==> config.mk <==
export PLATFORM = sky130hd
export DESIGN_NAME = microsequencer
export DESIGN_NICKNAME = d
export VERILOG_FILES = /design/src/rtl/microsequencer_pkg.sv /design/src/rtl/state_incrementer.sv /design/src/rtl/microsequencer.sv
export SDC_FILE = /design/constraint.sdc
export NUM_CORES = 1
export LEC_CHECK = 0
export ABC_AREA = 1
export BUFFER_PORTS_ARGS = -buffer_cell sky130_fd_sc_hd__buf_4
export CAP_MARGIN = 5
export CORE_ASPECT_RATIO = 0.6
export CORE_MARGIN = 1.5
export CORE_UTILIZATION = 40
export CTS_CLUSTER_SIZE = 30
export DETAILED_ROUTE_END_ITERATION = 10
export PLACE_DENSITY = 0.69
export SKIP_LAST_GASP = 1
export SYNTH_ARGS = -nofsm -noshare
export SYNTH_HDL_FRONTEND = slang
export SYNTH_SLANG_ARGS = --single-unit
==> constraint.sdc <==
create_clock -name clk -period 1.77 [get_ports clk]
set_clock_uncertainty 0.1 [all_clocks]
set_input_delay 0.177 -clock clk [delete_from_list [all_inputs] [get_ports clk]]
set_output_delay 0.177 -clock clk [all_outputs]
set_load 0.1 [all_outputs]
==> src/rtl/microsequencer_pkg.sv <==
// ---------------------------------------------------------------------------
// microsequencer_pkg
// Shared control-unit constants for the microsequencer.
//   STATE_W  : default width of the microstore address
//   ns_sel_e : next-state select codes carried in the control register N field
// ---------------------------------------------------------------------------
package microsequencer_pkg;

  localparam int STATE_W = 10;

  typedef enum logic [2:0] {
    NS_ENC   = 3'b000,  // dispatch to encoder address
    NS_CR    = 3'b001,  // unconditional jump to cr
    NS_INC   = 3'b010,  // sequential
    NS_COND  = 3'b011,  // conditional jump on cond^inv
    NS_WAIT  = 3'b100,  // stall until moc^inv
    NS_FETCH = 3'b101,  // restart at address 0
    NS_CALL  = 3'b110,  // jump to cr, save return address
    NS_RET   = 3'b111   // return to saved address
  } ns_sel_e;

endpackage

==> src/rtl/state_incrementer.sv <==
// ---------------------------------------------------------------------------
// state_incrementer
// Modulo-2^W increment of the current microstore address.
//   state_i : current address
//   inc_o   : state_i + 1, wrapping from all-ones to zero
// ---------------------------------------------------------------------------
module state_incrementer #(
  parameter int W = 10
) (
  input  logic [W-1:0] state_i,
  output logic [W-1:0] inc_o
);

  assign inc_o = state_i + W'(1);

endmodule

==> src/rtl/microsequencer.sv <==
// ---------------------------------------------------------------------------
// microsequencer
// Registered next-address generator for a microprogrammed control unit.
//   clk, reset          : system clock, asynchronous active-high reset
//   N, inv, cr          : select code, condition invert, jump target
//   enc_addr            : instruction-encoder dispatch address
//   cond, moc           : condition result, memory-operation-complete
//   hold                : freeze request (overrides every N code)
//   next_state          : registered microstore address
//   waiting             : combinational, high while a moc wait stalls
//   mem_timeout         : sticky, set when a wait reaches TMO_LIMIT
// ---------------------------------------------------------------------------
module microsequencer #(
  parameter int         STATE_W   = microsequencer_pkg::STATE_W,
  parameter int         CR_W      = 6,
  parameter logic [7:0] TMO_LIMIT = 8'd255
) (
  input  logic               clk,
  input  logic               reset,
  input  logic [2:0]         N,
  input  logic               inv,
  input  logic [CR_W-1:0]    cr,
  input  logic [STATE_W-1:0] enc_addr,
  input  logic               cond,
  input  logic               moc,
  input  logic               hold,
  output logic [STATE_W-1:0] next_state,
  output logic               waiting,
  output logic               mem_timeout
);

  import microsequencer_pkg::*;

  logic [STATE_W-1:0] state_q, state_d;
  logic [STATE_W-1:0] ret_q, ret_d;
  logic [7:0]         wait_cnt_q, wait_cnt_d;
  logic               timeout_q, timeout_d;
  logic [STATE_W-1:0] inc_w;
  logic [STATE_W-1:0] cr_ext_w;
  ns_sel_e            sel_w;

  state_incrementer #(.W(STATE_W)) u_inc (
    .state_i (state_q),
    .inc_o   (inc_w)
  );

  assign sel_w    = ns_sel_e'(N);
  assign cr_ext_w = STATE_W'(cr);
  assign waiting  = (sel_w == NS_WAIT) && !(moc ^ inv);

  always_ff @(posedge clk or posedge reset) begin
    if (reset) begin
      state_q    <= '0;
      ret_q      <= '0;
      wait_cnt_q <= '0;
      timeout_q  <= 1'b0;
    end else begin
      state_q    <= state_d;
      ret_q      <= ret_d;
      wait_cnt_q <= wait_cnt_d;
      timeout_q  <= timeout_d;
    end
  end

  always_comb begin
    state_d    = state_q;
    ret_d      = ret_q;
    wait_cnt_d = wait_cnt_q;
    timeout_d  = timeout_q;
    if (!hold) begin
      unique case (sel_w)
        NS_ENC:   state_d = enc_addr;
        NS_CR:    state_d = cr_ext_w;
        NS_INC:   state_d = inc_w;
        NS_COND:  state_d = (cond ^ inv) ? cr_ext_w : inc_w;
        NS_WAIT:  state_d = (moc ^ inv) ? inc_w : state_q;
        NS_FETCH: state_d = '0;
        NS_CALL: begin
          state_d = cr_ext_w;
          ret_d   = inc_w;
        end
        NS_RET:   state_d = ret_q;
      endcase
      // Counter saturates at the limit; reaching it while still waiting
      // latches the timeout flag until reset.
      if (waiting) begin
        if (wait_cnt_q == TMO_LIMIT) timeout_d = 1'b1;
        else                         wait_cnt_d = wait_cnt_q + 8'd1;
      end else begin
        wait_cnt_d = '0;
      end
    end
  end

  assign next_state  = state_q;
  assign mem_timeout = timeout_q;

endmodule

# Word level (Yosys, flattened, before mapping)
# Cells that the tools add are included.
[classes]
addsub = 2
n_eq_ne = 10
mux = 5
bitwise = 3
reduce_logical = 8
[op_table]
columns = ["operator", "n"]
rows = [
  ["$pmux 10 s7", 1],
  ["$mux 10", 2],
  ["$mux 8", 2],
  ["$eq 3x3->1 const B", 4],
  ["$add 10x1->10 const B", 1],
  ["$add 8x1->8 const B", 1],
  ["$eq 8x8->1 const B", 1],
  ["$eq 3x2->1 const B", 2],
  ["$reduce_and 2->1", 3],
  ["$eq 3x1->1 const B", 1],
  ["$logic_not 3->1", 1],
  ["$reduce_and 3->1", 1],
  ["$ne 2x1->1 const B", 1],
  ["$ne 2x2->1 const B", 1],
  ["$reduce_or 2->1", 1],
  ["$xor 1x1->1", 2],
  ["$logic_and 1x1->1", 1],
  ["$logic_not 1->1", 1],
  ["$not 1->1", 1],
]
[word_totals]
register_bits = 29
input_bits = 25
output_inout_bits = 12
word_cells = 32

# Logic depth before layout (Yosys ltp)
# Gate-level depths: netlist (run 1).
[logic_depth]
depth_word = 5
mapped_depth = 10

# Hierarchy
# A second synthesis (run 1) with hierarchy kept.
[hier_totals]
cells_unflattened = 321
area_unflattened_um2 = 2069.5
[by_module_without_submodules]
columns = ["module", "n_inst", "cells_per_inst", "area_per_inst_um2", "seq_area_each_um2"]
rows = [
  ["microsequencer", 1, 279, 1853.0, 725.7],
  ["state_incrementer", 1, 42, 216.5, 0.0],
]

# Worst setup path after synthesis (run 1)
# No wires, ideal clock.
[synth_path]
path_kind = "flip-flop to flip-flop"
start = "register state_q[0] (netlist: next_state[0])"
end = "register state_q[8] (netlist: next_state[8])"
t_arrival_ns = 1.974
path_slack_ns = -0.424
stages_incl_launch_ff = 11
period_less_slack_ns = 2.194
cell_sequence = "dfrtp_1 -> ha_1 -> nand3_1 -> nor2_1 -> nand2_1 -> nand2_1 -> nand2_1 -> nand2_1 -> nand2_1 -> nand2_1 -> nand2_1"
[synth_between]
elab_chain_cells = 3
elab_cells_between_ends = 4
[synth_lines]
columns = ["element", "line", "rtl"]
rows = [
  ["start: declaration", "microsequencer.sv:34", "logic [STATE_W-1:0] state_q, state_d;"],
  ["start signal: assignment", "microsequencer.sv:58", "state_q <= state_d;"],
  ["$add 10x1->10 *", "state_incrementer.sv:14", "assign inc_o = state_i + W'(1);"],
  ["$mux 10, on equally long branches", "microsequencer.sv:76, microsequencer.sv:75", ""],
  ["$pmux 10 s7 *", "microsequencer.sv:71", "unique case (sel_w)"],
]
# Every way passes the cells marked *; elsewhere a longest branch is shown, timed or not. The select of a mux whose other input is x is not followed.
# A chain may end at the register's enable or synchronous reset.

# Worst setup path in the final report (run 1)
# Same ends and word-level chain as after synthesis.

==> tab_implementation.tex, run 1 <==
\begin{tabular}{lr}
\hline
Metric & Value \\
\hline
\multicolumn{2}{l}{\textbf{Global route}} \\
\quad GR Util met3 & 5.65\% \\
\quad Congestion Overflow GR & 0 \\
\quad Overall Global Routing Usage & 21.0\% \\
\quad Antenna violations before repair & 0 \\
\quad Fraction of met1 tracks used by global routing & 31.9\% \\
\quad Pin count of the biggest net entering global routing & 30 \\
\quad Via count of the first global-routing pass & 1718 \\
\quad Most Used Layer, Global Route & met1 \\
\quad Wire length of the first global-routing pass & 8250 um \\
\quad Met2 capacity usage during global routing & 27.7\% \\
\multicolumn{2}{l}{\textbf{CTS}} \\
\quad TritonCTS buffer count & 5 \\
\quad Number of H-tree levels & 2 \\
\quad Maximum count of clock buffers along a single path & 2 \\
\quad Register clock-pin slew on the reported worst setup and hold paths & 70 ps \\
\quad Sink count of the clock tree & 29 \\
\quad Clock latency on the worst-skew pair & 280 ps \\
\quad \# Post-CTS Setup Buffers & 0 \\
\quad Clock root cell & clkbuf\_8 \\
\quad Clock tree from TritonCTS & done \\
\multicolumn{2}{l}{\textbf{Detailed routing}} \\
\quad Post-detailed-route count of antenna-violating nets & 0 \\
\quad Total number of vias & 1853 \\
\quad Avg Vias per Cell & 4.83 \\
\quad DR DRC count & 0 \\
\quad Number of detailed-routing iterations run before antenna repair & 4 \\
\quad Wire length reported by the detailed router & 4730 um \\
\quad Number of DRC violations after detailed-routing iteration 0 & 89 \\
\quad Wire length per cell & 12.3 um \\
\multicolumn{2}{l}{\textbf{Timing}} \\
\quad Fmax achieved & 631 MHz \\
\quad Setup slack after layout & 186 ps \\
\quad Final setup vio count & 0 \\
\quad RSZ-0062 raised after global routing & false \\
\quad Max-slew headroom at the worst pin & 67.1\% \\
\quad Number of max-slew violations in the final report & 0 \\
\quad Fin crit share & 89.5\% \\
\quad Sum of negative setup slack & 0 ps \\
\quad Number of hold violations in the final report & 0 \\
\quad Post-layout min period & 1580 ps \\
\quad Worst slew pin tran & 493 ps \\
\multicolumn{2}{l}{\textbf{Die}} \\
\quad Floorplan die height & 55.5 um \\
\quad Core outline area & 0.00426 sq mm \\
\quad Number of standard-cell rows in the floorplan & 18 \\
\quad Starting density of the core & 43.1\% \\
\quad Horizontal die dimension & 90.5 um \\
\quad Ports & 37 \\
\quad Area of the die & 0.00502 sq mm \\
\multicolumn{2}{l}{\textbf{Yosys}} \\
\quad Number of synthesized register bits & 29 \\
\quad EDFF count, synth & 0 \\
\quad Leading cell types by count after synthesis & 116 x nand2\_1, 38 x nor2\_1, 29 x dfrtp\_1, 26 x inv\_1, 19 x nand3\_1 \\
\quad Synth area leaders & dfrtp\_1 40\%, nand2\_1 24\%, nor2\_1 7.8\%, inv\_1 5.3\%, nand3\_1 5.2\% \\
\quad Share of flip-flops with an asynchronous set or reset & 100\% \\
\quad Main combinational cell family by area after synthesis & simple AND/OR/NAND/NOR gates \\
\quad Basic-gate share of the synthesized area counting and, or, nand and nor cells & 40.8\% \\
\quad Post-synthesis cell type count & 23 \\
\quad Portion of the post-synthesis area used by sequential elements & 39.5\% \\
\quad Post-synthesis area per instance & 6.56 sq um \\
\quad Share of synthesized area spent on multiplexers & 0\% \\
\quad Yosys warnings & 0 \\
\quad Area fraction in compound gates after synthesis & 8.38\% \\
\quad Post-synthesis instance area & 0.00184 sq mm \\
\quad Dominant synthesized flop cell & dfrtp\_1 \\
\quad Adder-cell share of the synthesized area & 1.36\% \\
\quad Parity-gate share of the synthesized area counting xor and xnor cells & 2.39\% \\
\quad Cells after synthesis & 280 \\
\quad Synth area leader & dfrtp\_1 \\
\quad Share of Yosys cell area claimed by the top area cell type & 39.5\% \\
\quad Count leader, synth & nand2\_1 \\
\quad Synthesized Nets & 307 \\
\multicolumn{2}{l}{\textbf{Power}} \\
\quad Total power divided by cell area & 948 mW/mm\^{}2 \\
\quad Static Leakage & 1.24 nW \\
\quad Final total power & 2.18 mW \\
\quad Worst VDD drop & 0.469 mV \\
\multicolumn{2}{l}{\textbf{Placement}} \\
\quad Final GP Congestion & 0.838 \\
\quad Number of placed instances, taps included & 375 \\
\quad Post-DP HPWL & 3450 um \\
\quad PortBufs & 36 \\
\quad Pre-CTS setup slack & 210 ps \\
\multicolumn{2}{l}{\textbf{Worst setup path}} \\
\quad Critical Path AT & 1660 ps \\
\quad Critical setup path kind & reg -> reg \\
\quad Data required time of the critical path & 1850 ps \\
\quad Maximum fanout along the worst path & 6 \\
\quad Setup crit start kind & flop \\
\quad Element type at the critical path end & flop \\
\quad R2R depth & 10 \\
\quad Minimum setup slack among reg-to-reg paths & 190 ps \\
\quad Worst flop-to-flop path startpoint & next\_state[0] \\
\quad Reg2reg end & next\_state[8] \\
\multicolumn{2}{l}{\textbf{Layout}} \\
\quad FF+latch area & 742 sq um \\
\quad Number of diodes & 0 \\
\quad Filler Cells Inserted & 422 \\
\quad Layout overhead on the synthesized area & 25.5\% \\
\quad Post-route core utilization & 54.1\% \\
\quad Fin nets & 350 \\
\quad Final std cells w/o fill & 384 \\
\quad Area taken by multi-input logic gates & 972 sq um \\
\quad Fraction of layout instances using a drive strength above 1 & 20.4\% \\
\multicolumn{2}{l}{\textbf{Outcome}} \\
\quad Result of the run & complete, no violations \\
\multicolumn{2}{l}{\textbf{Hold path}} \\
\quad Worst Hold Class & in -> reg \\
\quad Worst Hold Endpoint & next\_state[5] \\
\quad Cell depth of the worst min-delay path & 5 \\
\quad Hold Startpoint & cr[5] \\
\multicolumn{2}{l}{\textbf{Run}} \\
\quad Maximum Capacitance Violations & 0 \\
\hline
\end{tabular}
-- cell families (layout without fill, tap and decap cells) --
logic type | count (synthesis) | in the layout
and+or+nand+nor | 185 | 185
buffers and inverters | 33 | 77
DFF | 29 | 29
AOI/OAI and AO/OA | 26 | 26
xor gates and xnor gates | 5 | 5
adders and majority gates | 2 | 2
-- flip-flops by register name, indices dropped and copies added (netlist names) --
signal       flops
mem_timeout      1
next_state      10
ret_q           10
wait_cnt_q       8
-- per-layer routing --
metal	routed length, um	share of wire [%]	up-vias
met2	1800	38	62
met4	57	1.2	0
met5	0	0	-
met3	341	7.2	5
li1	-	-	962
met1	2530	53	824
-- power breakdown --
part | internal [mW] | switching (mW)
Combinational | 0.205 | 0.528
Clock | 0.317 | 0.266
Sequential | 0.773 | 0.0955
-- cell type report --
type	count	share of cell area, %
multi-input cells	218	42.2
flip-flops and latches	29	32.2
repair buffers	40	13.7
inverters	29	4.73
clock buffers	8	3.91
well taps	60	3.26
-- metrics by stage --
stage                     instance area [sq um]  hold WS, ps
after floorplan                            1850          155
after CTS                                  2300         85.9
after global routing                       2300         98.5
final                                      2300         90.3
after global placement                     2200          182
after detailed placement                   2200          183
-- worst max-delay path, cell delays in order, from the launching register on --
cell and delay, ps:
dfrtp_4 440, ha_1 190, nand3_1 160, nor2_1 200
nand2_1 70, nand2_1 80, nand2_1 50, nand2_1 50
nand2_1 50, nand2_1 50, nand2_1 40
-- placed cells by master, fill, tap and decap left out --
cell type      Yosys  final
clkbuf_8           0      6
xor2_1             4      4
nand2_2            3      3
a21oi_1           10     10
nand2_1          116    116
buf_12             0      1
dfrtp_2            0      7
inv_2              3      3
nor3_1             2      2
a31o_2             1      1
nand4_1            3      3
dfrtp_1           29     20
inv_1             26     26
a31oi_1            3      3
buf_4              1     38
o21bai_1           2      2
dfrtp_4            0      2
nand3_1           19     19
nand3_2            1      1
clkbuf_1           0      2
nor2_1            38     38
ha_1               2      2
dlygate4sd3_1      0      1
o21ai_0            9      9
nor2_2             3      3
a21oi_4            1      1
xnor2_1            1      1
-- worst max path at each step --
stage	slack, ps	start	end
floorplan	40	next_state[0]	next_state[8]
global placement	260	next_state[0]	next_state[8]
detailed placement	210	next_state[0]	next_state[8]
CTS	200	next_state[0]	next_state[8]
global route	20	next_state[0]	next_state[8]
finish	190	next_state[0]	next_state[8]
-- repair_timing --
item / in CTS / in global routing
gates resized for setup: 0 / 0
setup endpoints to repair: 0 / 0
hold endpoints to repair: 29 / 0
hold buffers: 1 / 0
(Power assumes the default switching activity.)
==> inputs of run 2 (changes only) <==
==> constraint.sdc (replaced) <==
create_clock -name clk -period 1.9 [get_ports clk]
set_clock_uncertainty 0.1 [all_clocks]
set_input_delay 0.19 -clock clk [delete_from_list [all_inputs] [get_ports clk]]
set_output_delay 0.19 -clock clk [all_outputs]
set_load 0.1 [all_outputs]
==> run 2 against run 1 <==
Net effect: register-to-register slack improved by 160 ps; die area unchanged; hold slack improved by 7.8 ps; global-route usage decreased by 0.54 points; cell area decreased by 1.3%; non-clock buffer count unchanged; via count decreased by 2.5%; first-iteration DRC count increased by 52%; clock power decreased by 16%; power decreased by 10%; utilization decreased by 0.71 points; critical endpoint unchanged; largest power group unchanged.
==> tab_implementation.tex, run 2 (synthesis gave the netlist of run 1 again) <==
\begin{tabular}{lr}
\hline
Metric & Value \\
\hline
\multicolumn{2}{l}{\textbf{Timing}} \\
\quad Post-layout min period & 1550 ps \\
\quad Number of hold violations in the final report & 0 \\
\quad Number of max-slew violations in the final report & 0 \\
\quad Sum of negative setup slack & 0 ps \\
\quad Fmax achieved & 644 MHz \\
\quad Worst slew pin tran & 536 ps \\
\quad Final setup vio count & 0 \\
\quad Fin crit share & 81.8\% \\
\quad RSZ-0062 raised after global routing & false \\
\quad Max-slew headroom at the worst pin & 64.2\% \\
\multicolumn{2}{l}{\textbf{Layout}} \\
\quad Final std cells w/o fill & 384 \\
\quad Highest-count cells in the layout ignoring fill and taps & 116 x nand2\_1, 39 x buf\_4, 38 x nor2\_1 \\
\quad Most frequent standard cell in the layout excluding fill and tap cells & nand2\_1 \\
\quad FF+latch area & 732 sq um \\
\quad Filler Cells Inserted & 408 \\
\quad Area taken by multi-input logic gates & 972 sq um \\
\quad Post-route cell area & 0.00227 sq mm \\
\quad Layout overhead on the synthesized area & 23.9\% \\
\quad Fin nets & 350 \\
\quad Number of diodes & 0 \\
\quad Fraction of layout instances using a drive strength above 1 & 19.4\% \\
\multicolumn{2}{l}{\textbf{Die}} \\
\quad Starting density of the core & 43.1\% \\
\quad Core outline area & 0.00426 sq mm \\
\quad Number of standard-cell rows in the floorplan & 18 \\
\quad Horizontal die dimension & 90.5 um \\
\quad Ports & 37 \\
\quad Floorplan die height & 55.5 um \\
\quad Area of the die & 0.00502 sq mm \\
\multicolumn{2}{l}{\textbf{Power}} \\
\quad Static Leakage & 1.24 nW \\
\quad Final total power & 1.97 mW \\
\quad Worst VDD drop & 0.490 mV \\
\quad Total power divided by cell area & 865 mW/mm\^{}2 \\
\multicolumn{2}{l}{\textbf{CTS}} \\
\quad Maximum count of clock buffers along a single path & 2 \\
\quad \# hold bufs at CTS & 1 \\
\quad Clock latency on the worst-skew pair & 280 ps \\
\quad PostCTS Resize Cnt & 0 \\
\quad Clock tree from TritonCTS & done \\
\quad TritonCTS buffer count & 5 \\
\quad Number of H-tree levels & 2 \\
\quad Clock root cell & clkbuf\_8 \\
\quad Sink count of the clock tree & 29 \\
\quad \# Post-CTS Setup Buffers & 0 \\
\quad Register clock-pin slew on the reported worst setup and hold paths & 70 ps \\
\multicolumn{2}{l}{\textbf{Global route}} \\
\quad Pin count of the biggest net entering global routing & 30 \\
\quad Overall Global Routing Usage & 20.4\% \\
\quad Antenna violations before repair & 0 \\
\quad Wire length of the first global-routing pass & 8140 um \\
\quad Via count of the first global-routing pass & 1726 \\
\quad Congestion Overflow GR & 0 \\
\multicolumn{2}{l}{\textbf{Placement}} \\
\quad Number of placed instances, taps included & 375 \\
\quad Post-DP HPWL & 3420 um \\
\quad PortBufs & 36 \\
\quad Final GP Congestion & 0.838 \\
\quad Placed standard-cell area & 0.00218 sq mm \\
\multicolumn{2}{l}{\textbf{Outcome}} \\
\quad Result of the run & complete, no violations \\
\multicolumn{2}{l}{\textbf{Detailed routing}} \\
\quad Post-detailed-route count of antenna-violating nets & 0 \\
\quad Wire length reported by the detailed router & 4640 um \\
\quad Number of detailed-routing iterations run before antenna repair & 4 \\
\quad Avg Vias per Cell & 4.71 \\
\quad DR DRC count & 0 \\
\quad Number of DRC violations after detailed-routing iteration 0 & 135 \\
\quad Total number of vias & 1807 \\
\quad Wire length per cell & 12.1 um \\
\multicolumn{2}{l}{\textbf{Worst setup path}} \\
\quad Maximum fanout along the worst path & 6 \\
\quad Data required time of the critical path & 1970 ps \\
\quad Cell repeated most along the worst path & nand2\_1 \\
\quad R2R depth & 10 \\
\quad Critical Path Max Stage Delay & 410 ps \\
\quad Setup crit start kind & flop \\
\quad Minimum setup slack among reg-to-reg paths & 350 ps \\
\quad Cell with the largest stage delay on the worst path & dfrtp\_2 \\
\quad Worst flop-to-flop path startpoint & next\_state[0] \\
\quad Reg2reg end & next\_state[8] \\
\quad CP cell instances & ha\_1, nand3\_1, nor2\_1, nand2\_1, nand2\_1, nand2\_1, nand2\_1, nand2\_1, nand2\_1, nand2\_1 \\
\quad Critical Path AT & 1620 ps \\
\quad Element type at the critical path end & flop \\
\quad Critical setup path kind & reg -> reg \\
\multicolumn{2}{l}{\textbf{Hold path}} \\
\quad Worst Hold Endpoint & wait\_cnt\_q[4] \\
\quad Hold Startpoint & hold \\
\quad Worst Hold Class & in -> reg \\
\quad Cell depth of the worst min-delay path & 4 \\
\multicolumn{2}{l}{\textbf{Run}} \\
\quad Maximum Capacitance Violations & 0 \\
\hline
\end{tabular}
-- run 2: worst max path at each step --
stage / start / depth (start not counted) / endpoint
2_1_floorplan: next_state[5] / 9 / next_state[8]
3_3_place_gp: next_state[0] / 10 / next_state[8]
3_5_place_dp: next_state[0] / 10 / next_state[8]
4_1_cts: next_state[0] / 10 / next_state[8]
5_1_grt: next_state[0] / 10 / next_state[8]
6_report: next_state[0] / 10 / next_state[8]
-- run 2: metrics by stage --
| step | utilization (%) | worst slack, ps | hold slack (ps) |
|---|---|---|---|
| 2_1_floorplan | - | 35.3 | 168 |
| 3_3_place_gp | 51.2 | 415 | 198 |
| 3_5_place_dp | 51.2 | 368 | 198 |
| 4_1_cts | 53.4 | 344 | 94.4 |
| 5_1_grt | 53.4 | 150 | 91.1 |
| 6_report | 53.4 | 346 | 98.1 |
-- run 2: cell type report --
cell class	count	area share, %
clock buffers	6	3.19
clock inverters	2	0.440
inverters	29	4.79
multi-input cells	218	42.8
flip-flops and latches	29	32.2
well taps	60	3.30
repair buffers	40	13.3
-- run 2: metal layers --
metal,GRT usage (%),routed length (um)
met5,0,0
met4,4.76,34
met3,6.06,375
met2,28.6,1850
met1,30.6,2380
-- run 2: critical path: cells and delay by family, from the launching register on --
kind | cells | cell delay [ps]
flip-flops | 1 | 410
AND/OR/NAND/NOR | 9 | 730
adder cells (fa/ha/maj) | 1 | 200
-- run 2: power breakdown --
part / switching, mW / leakage [nW] / internal (mW)
Combinational: 0.489 / 0.830 / 0.187
Clock: 0.237 / 0.0450 / 0.253
Sequential: 0.0870 / 0.369 / 0.713
Total: 0.813 / 1.24 / 1.15
